`src/rtl/hazard_forward_unit_pkg.sv`:
```
// hazard_forward_unit_pkg: shared forward encodings, FSM states and address width
package hazard_forward_unit_pkg;
  localparam int REG_ADDR_W = 4;
  localparam logic [1:0] FWD_REG = 2'b00;
  localparam logic [1:0] FWD_ALU = 2'b10;
  localparam logic [1:0] FWD_WB  = 2'b01;
  typedef enum logic [1:0] {RUN, STALL, FLUSH} state_e;
endpackage

```
`src/rtl/hazard_forward_unit_forward_select.sv`:
```
// forward_select: per-operand forward source comparator, youngest producer wins
module forward_select #(
  parameter int REG_ADDR_W = hazard_forward_unit_pkg::REG_ADDR_W
) (
  input  logic [REG_ADDR_W-1:0] rs,
  input  logic [REG_ADDR_W-1:0] rd_ex,
  input  logic                  regwrite_ex,
  input  logic [REG_ADDR_W-1:0] rd_mem,
  input  logic                  regwrite_mem,
  output logic [1:0]            fwd
);
  import hazard_forward_unit_pkg::*;
  logic hit_ex, hit_mem;
  assign hit_ex  = regwrite_ex && rd_ex != '0 && rd_ex == rs;
  assign hit_mem = regwrite_mem && rd_mem != '0 && rd_mem == rs;
  assign fwd = hit_ex ? FWD_ALU : hit_mem ? FWD_WB : FWD_REG;
endmodule

```
`src/rtl/hazard_forward_unit.sv`:
```
// hazard_forward_unit: registered forward selects plus load-use stall and branch flush control
module hazard_forward_unit #(
  parameter int REG_ADDR_W        = hazard_forward_unit_pkg::REG_ADDR_W,
  parameter int LOAD_STALL_CYCLES = 1
) (
  input  logic                  clock,
  input  logic                  reset_n,
  input  logic [REG_ADDR_W-1:0] rs1_id,
  input  logic [REG_ADDR_W-1:0] rs2_id,
  input  logic [REG_ADDR_W-1:0] rd_ex,
  input  logic                  regwrite_ex,
  input  logic                  memread_ex,
  input  logic [REG_ADDR_W-1:0] rd_mem,
  input  logic                  regwrite_mem,
  input  logic                  branch_taken_ex,
  output logic [1:0]            forwardA,
  output logic [1:0]            forwardB,
  output logic                  stall_pc,
  output logic                  stall_ifid,
  output logic                  bubble_idex,
  output logic                  flush_ifid,
  output logic [15:0]           stall_count
);
  import hazard_forward_unit_pkg::*;
  state_e      state_q, state_d;
  logic [2:0]  cnt_q, cnt_d;
  logic [1:0]  fwd_a_q, fwd_a_d, fwd_b_q, fwd_b_d, sel_a, sel_b;
  logic [15:0] stall_count_q, stall_count_d;
  logic        load_use, stall, flush;
  forward_select #(.REG_ADDR_W(REG_ADDR_W)) u_fwd_a (
    .rs(rs1_id), .rd_ex, .regwrite_ex, .rd_mem, .regwrite_mem, .fwd(sel_a)
  );
  forward_select #(.REG_ADDR_W(REG_ADDR_W)) u_fwd_b (
    .rs(rs2_id), .rd_ex, .regwrite_ex, .rd_mem, .regwrite_mem, .fwd(sel_b)
  );
  assign load_use = memread_ex && rd_ex != '0 && (rd_ex == rs1_id || rd_ex == rs2_id);
  always_comb begin
    state_d = state_q;
    cnt_d   = cnt_q;
    stall   = 1'b0;
    flush   = 1'b0;
    if (branch_taken_ex) begin
      flush   = 1'b1;
      state_d = FLUSH;
      cnt_d   = '0;
    end else if (state_q == FLUSH) begin
      flush   = 1'b1;
      state_d = RUN;
    end else if (state_q == STALL) begin
      stall   = 1'b1;
      cnt_d   = cnt_q - 3'd1;
      state_d = cnt_q <= 3'd1 ? RUN : STALL;
    end else if (load_use) begin
      stall   = 1'b1;
      cnt_d   = 3'(LOAD_STALL_CYCLES - 1);
      state_d = LOAD_STALL_CYCLES > 1 ? STALL : RUN;
    end
  end
  // Gated by reset_n so nothing stalls or flushes while reset is held
  assign stall_pc    = stall & reset_n;
  assign stall_ifid  = stall & reset_n;
  assign flush_ifid  = flush & reset_n;
  assign bubble_idex = (stall | flush) & reset_n;
  always_comb begin
    fwd_a_d       = bubble_idex ? FWD_REG : stall_ifid ? fwd_a_q : sel_a;
    fwd_b_d       = bubble_idex ? FWD_REG : stall_ifid ? fwd_b_q : sel_b;
    stall_count_d = (stall_pc && stall_count_q != 16'hFFFF) ? stall_count_q + 16'd1 : stall_count_q;
  end
  always_ff @(posedge clock or negedge reset_n) begin
    if (!reset_n) begin
      state_q       <= RUN;
      cnt_q         <= '0;
      fwd_a_q       <= FWD_REG;
      fwd_b_q       <= FWD_REG;
      stall_count_q <= '0;
    end else begin
      state_q       <= state_d;
      cnt_q         <= cnt_d;
      fwd_a_q       <= fwd_a_d;
      fwd_b_q       <= fwd_b_d;
      stall_count_q <= stall_count_d;
    end
  end
  assign forwardA    = fwd_a_q;
  assign forwardB    = fwd_b_q;
  assign stall_count = stall_count_q;
endmodule
```
`config.mk`:
```
export PLATFORM = sky130hd
export DESIGN_NAME = hazard_forward_unit
export DESIGN_NICKNAME = d
export VERILOG_FILES = /design/src/rtl/hazard_forward_unit_pkg.sv /design/src/rtl/hazard_forward_unit_forward_select.sv /design/src/rtl/hazard_forward_unit.sv
export SDC_FILE = /design/constraint.sdc
export NUM_CORES = 1
export LEC_CHECK = 0
export CELL_PAD_IN_SITES_DETAIL_PLACEMENT = 0
export CELL_PAD_IN_SITES_GLOBAL_PLACEMENT = 1
export CORE_MARGIN = 5
export CORE_UTILIZATION = 37
export CTS_BUF_LIST = sky130_fd_sc_hd__clkbuf_4
export DETAILED_ROUTE_END_ITERATION = 6
export MAX_ROUTING_LAYER = met4
export PLACE_DENSITY_LB_ADDON = 0.1
export SLEW_MARGIN = 20
export SYNTH_ARGS = -nofsm -noshare
export SYNTH_HDL_FRONTEND = slang
export SYNTH_HIERARCHICAL = 1
export SYNTH_SLANG_ARGS = --single-unit
```
`constraint.sdc`:
```
create_clock -name clock -period 2.3 [get_ports clock]
set_input_delay 0.46 -clock clock [delete_from_list [all_inputs] [get_ports clock]]
set_output_delay 0.46 -clock clock [all_outputs]
set_load 0.05 [all_outputs]
```
## After elaboration in Yosys (flattened, before gate mapping)

Index checks and enable logic that the tools add are counted.

| word-level totals | value |
|---|---|
| flip-flop bits (word level) | 25 |
| bits of input ports | 22 |
| output and inout port bits | 24 |
| logic and storage cells | 59 |

| cells by class | value |
|---|---|
| add/subtract/negate cells | 2 |
| order comparisons | 1 |
| eq/ne operators | 9 |
| mux-type cells | 23 |
| bitwise gates (word level) | 4 |
| reduce and logical (&&, ||, !) cells | 15 |

Operator list:

| kind | count |
|---|---|
| $mux 2 | 10 |
| $add 16x1->16 const B | 1 |
| $eq 4x4->1 | 4 |
| $ne 16x16->1 const B | 1 |
| $mux 3 | 4 |
| $reduce_bool 4->1 | 3 |
| $logic_and 1x1->1 | 9 |
| $mux 1 | 9 |
| $and 1x1->1 | 3 |
| $le 3x1->1 const B | 1 |
| $reduce_bool 3->1 | 1 |
| $sub 3x1->3 const B | 1 |
| $eq 2x1->1 const B | 1 |
| $eq 2x2->1 const B | 1 |
| $ne 2x1->1 const B | 1 |
| $ne 2x2->1 const B | 1 |
| $reduce_and 2->1 | 1 |
| $logic_or 1x1->1 | 1 |
| $or 1x1->1 | 1 |

## Longest topological paths before layout

Gate-level depths: netlist (run 1).

| logic depth | value |
|---|---|
| depth in word-level cells | 10 |
| depth in mapped cells | 9 |
| depth with buffers taken out | 8 |

## Hierarchy

The synthesis (run 1) kept the hierarchy.

Modules (own cells, without submodules):

| module | times used | cells an instance | area an instance (µm²) |
|---|---|---|---|
| hazard_forward_unit | 1 | 128 | 1330.0 |
| forward_select | 2 | 18 | 135.1 |

## Least setup slack after synthesis (run 1)

Ideal clock, no wire load.

| timing path | value |
|---|---|
| path kind | input port to output port |
| start | input rd_ex[2] |
| end | output stall_pc |
| arrival time | 2.194 ns |
| slack | -0.354 ns |
| cell stages on the path | 6 |
| path through | xnor2_1 -> nand4_1 -> a21oi_1 -> nor2_1 -> nor2_1 -> buf_4 |

| on the way | value |
|---|---|
| longest elaborated chain between the ends | 8 |
| elaborated cells between the ends (all ways) | 11 |

RTL lines:

| what | line | RTL |
|---|---|---|
| start, declared | hazard_forward_unit.sv:10 | `input logic [REG_ADDR_W-1:0] rd_ex,` |
| $eq 4x4->1 or $reduce_bool 4->1 (tied branches) | hazard_forward_unit.sv:36 | `assign load_use = memread_ex && rd_ex != '0 && (rd_ex == rs1_id \|\| rd_ex == rs2_id);` |
| $logic_or 1x1->1 or $logic_and 1x1->1 (tied branches) | hazard_forward_unit.sv:36 |  |
| $logic_and 1x1->1 * | hazard_forward_unit.sv:36 |  |
| $mux 1 * | hazard_forward_unit.sv:53 | `end else if (load_use) begin` |
| $mux 1 * | hazard_forward_unit.sv:49 | `end else if (state_q == STALL) begin` |
| $mux 1 * | hazard_forward_unit.sv:46 | `end else if (state_q == FLUSH) begin` |
| $mux 1 * | hazard_forward_unit.sv:42 | `if (branch_taken_ex) begin` |
| $and 1x1->1 * | -- |  |
| end, declared | hazard_forward_unit.sv:18 | `output logic stall_pc,` |

Mark *: on every way between the ends. The rest lies on a longest branch, timed or not.

## Worst setup path in the final report (run 1)

| timing path | value |
|---|---|
| start | input rs2_id[3] |
| end | output bubble_idex |

| on the way | value |
|---|---|
| longest elaborated chain between the ends | 9 |

RTL lines:

| what | line | RTL |
|---|---|---|
| start, declared | hazard_forward_unit.sv:9 | `input logic [REG_ADDR_W-1:0] rs2_id,` |
| $eq 4x4->1 | hazard_forward_unit.sv:36 |  |
| $logic_or 1x1->1 | hazard_forward_unit.sv:36 |  |
| $logic_and 1x1->1 | hazard_forward_unit.sv:36 |  |
| $mux 1 | hazard_forward_unit.sv:53 |  |
| $mux 1 | hazard_forward_unit.sv:49 |  |
| $mux 1 | hazard_forward_unit.sv:46 |  |
| $mux 1 | hazard_forward_unit.sv:42 |  |
| $or 1x1->1 | hazard_forward_unit.sv:63 | `assign bubble_idex = (stall \| flush) & reset_n;` |
| $and 1x1->1 | hazard_forward_unit.sv:63 |  |
| end, declared | hazard_forward_unit.sv:20 | `output logic bubble_idex,` |

No other way between the ends.

==> results of run 1 <==
[per-layer routing]
metal  GRT usage (%)  wire length (um)
met5               -                 0
met4            4.85                27
met3            2.51               156
met2            25.4              2030
met1            19.6              1870
[critical path, cell delays in order]
cell and delay, ps:
dlygate4sd2_1 270, xnor2_1 130, nand4_1 110, a21oi_2 80, o41ai_2 360, buf_4 190
inv_1 50, buf_6 140
[state kept, by name, indices dropped and copies added, names as in the netlist]
register / count
cnt_q: 3
forwardA: 2
forwardB: 2
stall_count: 16
state_q: 2
[synth_stat cells]
master,count,share of area (%)
o21a_2,1,0.55
nor2_1,7,1.6
and3_1,2,0.78
or2_2,2,0.78
xor2_1,5,2.7
nand2_1,13,3.0
and4_1,1,0.55
or3_1,4,1.6
o21ai_1,2,0.63
o41ai_1,2,1.1
dfrtp_1,25,39
and2_1,5,2.0
and4_2,1,0.63
o21ai_0,3,0.94
and4_4,3,2.1
a221oi_2,2,1.9
nor3_1,8,2.5
nand3_1,4,1.3
a21oi_1,6,1.9
xnor2_1,30,16
and2_2,2,0.94
nand4_1,11,4.3
nor4_2,1,0.78
a41oi_1,1,0.55
o221ai_1,1,0.55
inv_1,8,1.9
mux2_2,2,1.4
buf_4,3,1.4
ha_1,5,3.9
a21o_1,1,0.47
buf_6,2,1.4
nor2b_1,1,0.39
[layout by cell type, fill, tap and decap left out, types with 3 or more instances in the layout]
master and count:
and4_4 3, buf_12 3, nand2_1 13, nand4_1 11, inv_1 8, nand3_1 4, nor2_1 5, clkbuf_4 3
clkdlybuf4s50_1 29, dfrtp_1 25, and2_1 5, nor3_1 8, xor2_1 5, xnor2_1 30, clkbuf_2 3, a21oi_1 5
or3_1 4, o21ai_0 3, buf_4 27, dlygate4sd2_1 8, ha_1 3
[layout make-up]
type                            instances  area share [%]
Multi-Input combinational cell        126            40.3
Timing Repair Buffer                   71            27.7
Sequential cell                        25            26.7
Tap cell                               52            2.77
Inverter                                8            1.28
Clock buffer                            3           0.960
Clock inverter                          1           0.373
[per-stage QoR]
stage | worst slack, ps | setup TNS, ps | std cells | utilization [%] | power (mW)
2_1_floorplan | 29.7 | 0 | 164 | - | 0.599
3_3_place_gp | -308 | -1900 | 279 | 53.4 | 0.745
3_5_place_dp | -400 | -3880 | 279 | 53.4 | 0.752
4_1_cts | 1.91 | 0 | 284 | 54.5 | 0.972
5_1_grt | -0.823 | -0.823 | 286 | 55.0 | 1.02
6_report | 49.0 | 0 | 286 | 55.0 | 0.964
[power by group through the flow]
| stage | Sequential, mW | Combinational, mW | Clock (mW) |
|---|---|---|---|
| after floorplan | 0.512 | 0.0873 | 0 |
| after global placement | 0.469 | 0.276 | 0 |
| after detailed placement | 0.469 | 0.282 | 0 |
| after CTS | 0.461 | 0.281 | 0.230 |
| after global routing | 0.462 | 0.309 | 0.249 |
| final | 0.461 | 0.287 | 0.216 |
[how the worst max path moves through the flow]
stage | end | from
after detailed placement | bubble_idex | rd_ex[0]
after global routing | bubble_idex | state_q[1]
after floorplan | stall_count[10] | stall_count[0]
final | bubble_idex | rs2_id[3]
after CTS | bubble_idex | rd_ex[2]
after global placement | bubble_idex | rd_ex[0]
[what timing repair did]
item / CTS / global route
cloned: 0 / 0
buffers inserted: 1 / 2
hold buffers: 0 / 0
pin swaps: 4 / 2
endpoints found under the hold margin: 0 / 0
endpoints found under the setup margin: 3 / 3
resized for setup: 17 / 15
[cell families after synthesis]
kind of cell | after synthesis
XOR/XNOR | 35
multiplexers | 2
buffers and inverters | 13
AND/OR/NAND/NOR | 65
flip-flops | 25
adder cells (fa/ha/maj) | 5
AO/OA/AOI/OAI | 19
==> run summary, run 1 <==
The combinational share of power came out at 29.7%. TritonCTS built the clock tree. The maximum frequency from static timing analysis came out at 444 MHz. The clock network power share came out at 22.5%. The share of power burned in registers came out at 47.8%.

The count of pins over their slew limit was 0. Net switching is 31.9% of the power. Wires add up to 4.08 mm.

The post-synthesis cell area came out at 0.00160 mm2. The maximum fanout along the worst path came out at 5. The first TritonRoute pass finished after 4 iterations. The remaining antenna violation count after routing is 0. The total nets after synthesis is 191. For the worst setup path, the data arrival time is 1790 ps. Summing the areas of all xor and xnor instances in the mapped netlist gives 19.2% of the synthesized area. The gate count after technology mapping is 164.

The clock network latency to the later pin of the worst-skew pair is 330 ps. The placeable core region came out at 0.00426 mm2. The final worst clock skew is 17.1 ps. The initial antenna violation count is 0. The via count of the routed design is 1430. For the worst setup path, the data required time is 1840 ps. The final design instance area without fill came out at 0.00235 mm2.

Entering global routing, the biggest net connects 17 pins. The diode insertion count for antenna repair is 0. The transition time of the tightest slew-check pin is 517 ps. The final-report hold violation count came out at 0. The combined flip-flop and latch cell area is 626 um2. STA classifies the critical path endpoint as an output port.

After synthesis, the largest family of logic cells by area is simple AND/OR/NAND/NOR gates. The share of the yosys chip area belonging to registers is 39.1%. In this run the static leakage power is 1.01 nW. The register-to-register path setup slack came out at 210 ps. The ratio of cells with drive above 1 in the final layout came out at 25.2%. The tree is rooted in a clkbuf_4. The hold path depth came out at 1.

The post-synthesis compound-gate area fraction is 8.52%. The wire length of the first global-routing pass is 6.71 mm. The filler cells instantiated in the layout total 419. The start point of the worst hold path is stall_count[6]. The count of pins on the block boundary is 46. In this run the vertical extent of the chip is 75.8 um. In this run, synthesis produced a sequential element count of 25. Setup violations remaining at the end of the flow were counted as 0. From synthesis to final layout, the design area changed by 46.6%. The average cell area after synthesis came out at 9.76 um2. The via count of the first global-routing pass came out at 1459.

The net switching power is 307 uW. The endpoint of the lowest-slack register-to-register path is stall_count[1]. Row generation in the floorplan step produced 24 rows. The overall overflow remaining after global route is 0. The global-route total usage across every layer is 15.5%. The routed via count divided by cell count came out at 5.00.

The peak supply drop is 234 uV. Summed over all nets, the half-perimeter wirelength after detailed placement is 3.32 mm. The clock transition at the registers of the reported paths came out at 160 ps. The area occupied by multi-input gates came out at 945 um2.

The final cycle utilization of the critical path is 97.9%. The cell area after placement is 0.00228 mm2. Port buffering added 45 buffers. The type of the worst min-delay path is reg2reg. The number of warning messages in the yosys log came out at 6. The die outline width is 75.8 um.

The floorplan step defined a die boundary enclosing 0.00574 mm2. The worst relative slew slack came out at 65.4%. The length in cells of the worst reg-to-reg path came out at 6. The number of clock buffers added by TritonCTS is 3. The source of the worst register-to-register timing path is stall_count[1]. The power density normalized to cell area is 411 mW/mm2. The mean routed wirelength per cell came out at 14.3 um. The number of clock sinks is 25. The final layout net count is 262. The number of levels the H-tree was split into is 1. The DRC violations left is 0. The smallest clock period supported by the final layout is computed as 2250 ps. STA classifies the critical path startpoint as an input port. The number of library cell types mapped by synthesis is 32. The iteration-0 DRC count of the detailed router is 44. The worst hold path terminates at stall_count[6]. The clock passes through at most 2 buffers. Of the total synthesized cell area, the portion taken by AND, OR, NAND and NOR gates is 23.2%. The global placement routability congestion is 1.00. The starting utilization of the core area is 37.5%. The internal power of the cells came out at 656 uW.

The number of max-cap violations came out at 0. The setup path with the least slack is of type in2out. The adder and majority cell fraction of the synthesized area came out at 3.91%.

The post-route worst hold slack came out at 513 ps. The multiplexer fraction of the synthesized cell area came out at 1.41%. The flow ran to the end, and the final reports show no timing, DRC or antenna violations.
No activity file was read; power rests on OpenSTA's default activity.
==> run 2: changes to the inputs <==
CORE_MARGIN = 4   (was 5)
MAX_ROUTING_LAYER = not set   (was met4)
==> run 2 against run 1 <==
Clock skew is 10 ps lower. Non-clock buffer count down 3. Fmax up 1.2%. Routed wire length fell by 6.6%. Setup slack gained 27 ps. Sequential power hardly changed. Register-to-register slack improved by 20 ps. Global-route usage down 0.43 points. Flip-flop and latch count is the same. Largest power group unchanged.
==> run summary, run 2 (synthesis results as in run 1) <==
The run finished with clean final reports. Clock-pin slew was measured on the worst setup and hold paths at 140 ps. In this run the number of H-tree levels came out at 1.

The floorplan step set the die width to 73.8 um. Counting both buffers and inverters, the worst setup path holds a total of 3. Across all hold checks on the routed design, the worst slack comes to 326 ps. The fill cell instance count of the final layout came out at 359. The DRC violations left came out at 0.

In the finished design, the share of the clock period the worst path needs comes to 96.7%. The number of clock sinks is 25. The total number of cells along the worst setup path came out at 8. The power density normalized to cell area is 407 mW/mm2.

Routability-driven placement finished with a final weighted congestion of 0.884. On the worst path, the slowest cell contributes a delay of 250 ps. The slowest library cell on the worst path is dlygate4sd2_1. The number of failing setup endpoints in the final timing report came out at 0. The number of placed cells counting well taps came out at 276. The pre-CTS setup slack came out at -361 ps. The layout overhead on the synthesized area is 45.0%.

For the worst setup path, the data arrival time is 1760 ps. The sort of element at the end of the critical path is an output port. The area enclosed by the die boundary came out at 0.00544 mm2. The placeable core region came out at 0.00409 mm2. The starting utilization of the core area came out at 39.2%. Setup slack closes at 76.3 ps. The initial antenna violation count came to 0. The maximum fanout along the worst path came out at 2. At the end of the flow, the number of nets in the layout was 259. The post-detailed-routing wire length came out at 3.82 mm. At the pin with the least slew margin, the transition time is 506 ps.

The worst relative slew slack came out at 66.1%. The wire length of the first global-routing pass came out at 6.53 mm. Traced cell by cell, the critical path runs through dlygate4sd2_1 > xnor2_1 > nand4_1 > a21oi_2 > buf_4 > nor2_2 > nor2_4 > buf_12. STA classifies the critical path startpoint as an input port. The vertical die dimension came out at 73.8 um. The floorplan has 23 rows. For this run, the top clock speed supported by timing is 450 MHz. The diode insertion count for antenna repair is 0. Leaving out fill and tap cells, the most frequent cell in the layout is xnor2_1. The ratio of cells with drive above 1 in the final layout came out at 25.1%. The area occupied by multi-input gates came out at 947 um2. The count of pins over their slew limit is 0. Setup repair after global routing left no endpoint under its margin.

The count of pins on the block boundary came out at 46. Entering global routing, the biggest net connects 25 pins. The number of max-cap violations came out at 0. Using the TritonRoute via totals, the vias-per-cell ratio works out to 5.01. Before antenna repair, the detailed router went through 4 iterations. STA puts the critical path data required time at 1840 ps. The final worst clock skew came out at 7.02 ps.

The iteration-0 DRC count of the detailed router came out at 45. The via count of the routed design is 1409. The global-route total usage across every layer came out at 15.1%. Buffers inserted during clock tree synthesis total 3. The via count of the first global-routing pass came out at 1453. The maximum clock path buffer count came out at 2. The number of buffers added to fix hold violations after cts came out at 0.

The sequential cells in the finished layout cover a total of 626 um2. The minimum clock period is 2220 ps. The clock network latency to the later pin of the worst-skew pair is 320 ps.

The cell family contributing the most delay on the critical path is buffers and inverters. The number of standard cells in the layout, taps in and fillers out came out at 281. The worst setup path category is in2out.

The placed wire-length estimate after detailed placement came out at 3.09 mm. In this run the clock root is driven by a clkbuf_4. The mean routed wirelength per cell came out at 13.6 um.

The remaining antenna violation count after routing is 0. The length in cells of the worst reg-to-reg path came out at 6. The number of flip-flops under the largest register name came out at 16. The final-report hold violation count came out at 0. The number of buffers inserted by port buffering came out at 45.

The overall overflow remaining after global route came out at 0. The peak supply drop came out at 286 uV. In the layout the commonest cells are xnor2_1 (30), clkdlybuf4s50_1 (29), dfrtp_1 (25). The total power after layout came out at 943 uW. The cell leakage power is 0.991 nW. The clock tree from TritonCTS is done. The type of the worst min-delay path is in2async.
## run 2: cell count changes in the layout (fill, tap and decap cells not counted)
cell	change
buf_4	-3
dlygate4sd2_1	-2
clkbuf_2	+1
clkdlybuf4s15_1	+1
clkinvlp_4	+1
inv_6	-1
nor2_1	-1
nor2_2	+1
## run 2: final cells by class
cell class / count / area share, %
multi-input combinational: 126 / 40.8
clock inverter: 1 / 0.324
timing repair buffer: 68 / 26.9
tap: 50 / 2.70
clock buffer: 3 / 0.971
inverter: 8 / 1.29
sequential: 25 / 27.0
## run 2: layer usage
metal | GRT usage, % | vias to the layer above | routed length [um]
met1 | 20.0 | 660 | 1730
li1 | - | 708 | -
met4 | 4.43 | 0 | 37
met3 | 2.87 | 4 | 210
met5 | 0 | - | 0
met2 | 24.8 | 37 | 1830
## run 2: report_power, final
part	internal (mW)	switching (mW)	total, mW
registers	0.452	0.00884	0.460
clock network	0.0664	0.138	0.204
logic	0.129	0.149	0.278
total	0.647	0.296	0.943
## run 2: worst paths after layout
check                           startpoint  slack (ps)              end
max                              rs1_id[0]          80       stall_ifid
min                                reset_n         330         cnt_q[2]
max reg2reg                 stall_count[1]         230   stall_count[1]
min reg2reg                stall_count[14]         500  stall_count[14]
max in group asynchronous          reset_n        1340      forwardB[0]
min in group clock         stall_count[14]         500  stall_count[14]
## run 2: timing repair
item	CTS	global route
pin swaps	6	7
setup endpoints to repair	3	3
setup buffers	1	0
resized for setup	19	17
## run 2: through the flow
step                      instance area, um2  util [%]  TNS, ps
after CTS                               2320      56.7        0
final                                   2320      56.8        0
after global placement                  2270      55.5    -2710
after global routing                    2320      56.8        0
after detailed placement                2270      55.5    -3890
after floorplan                         1610         -        0
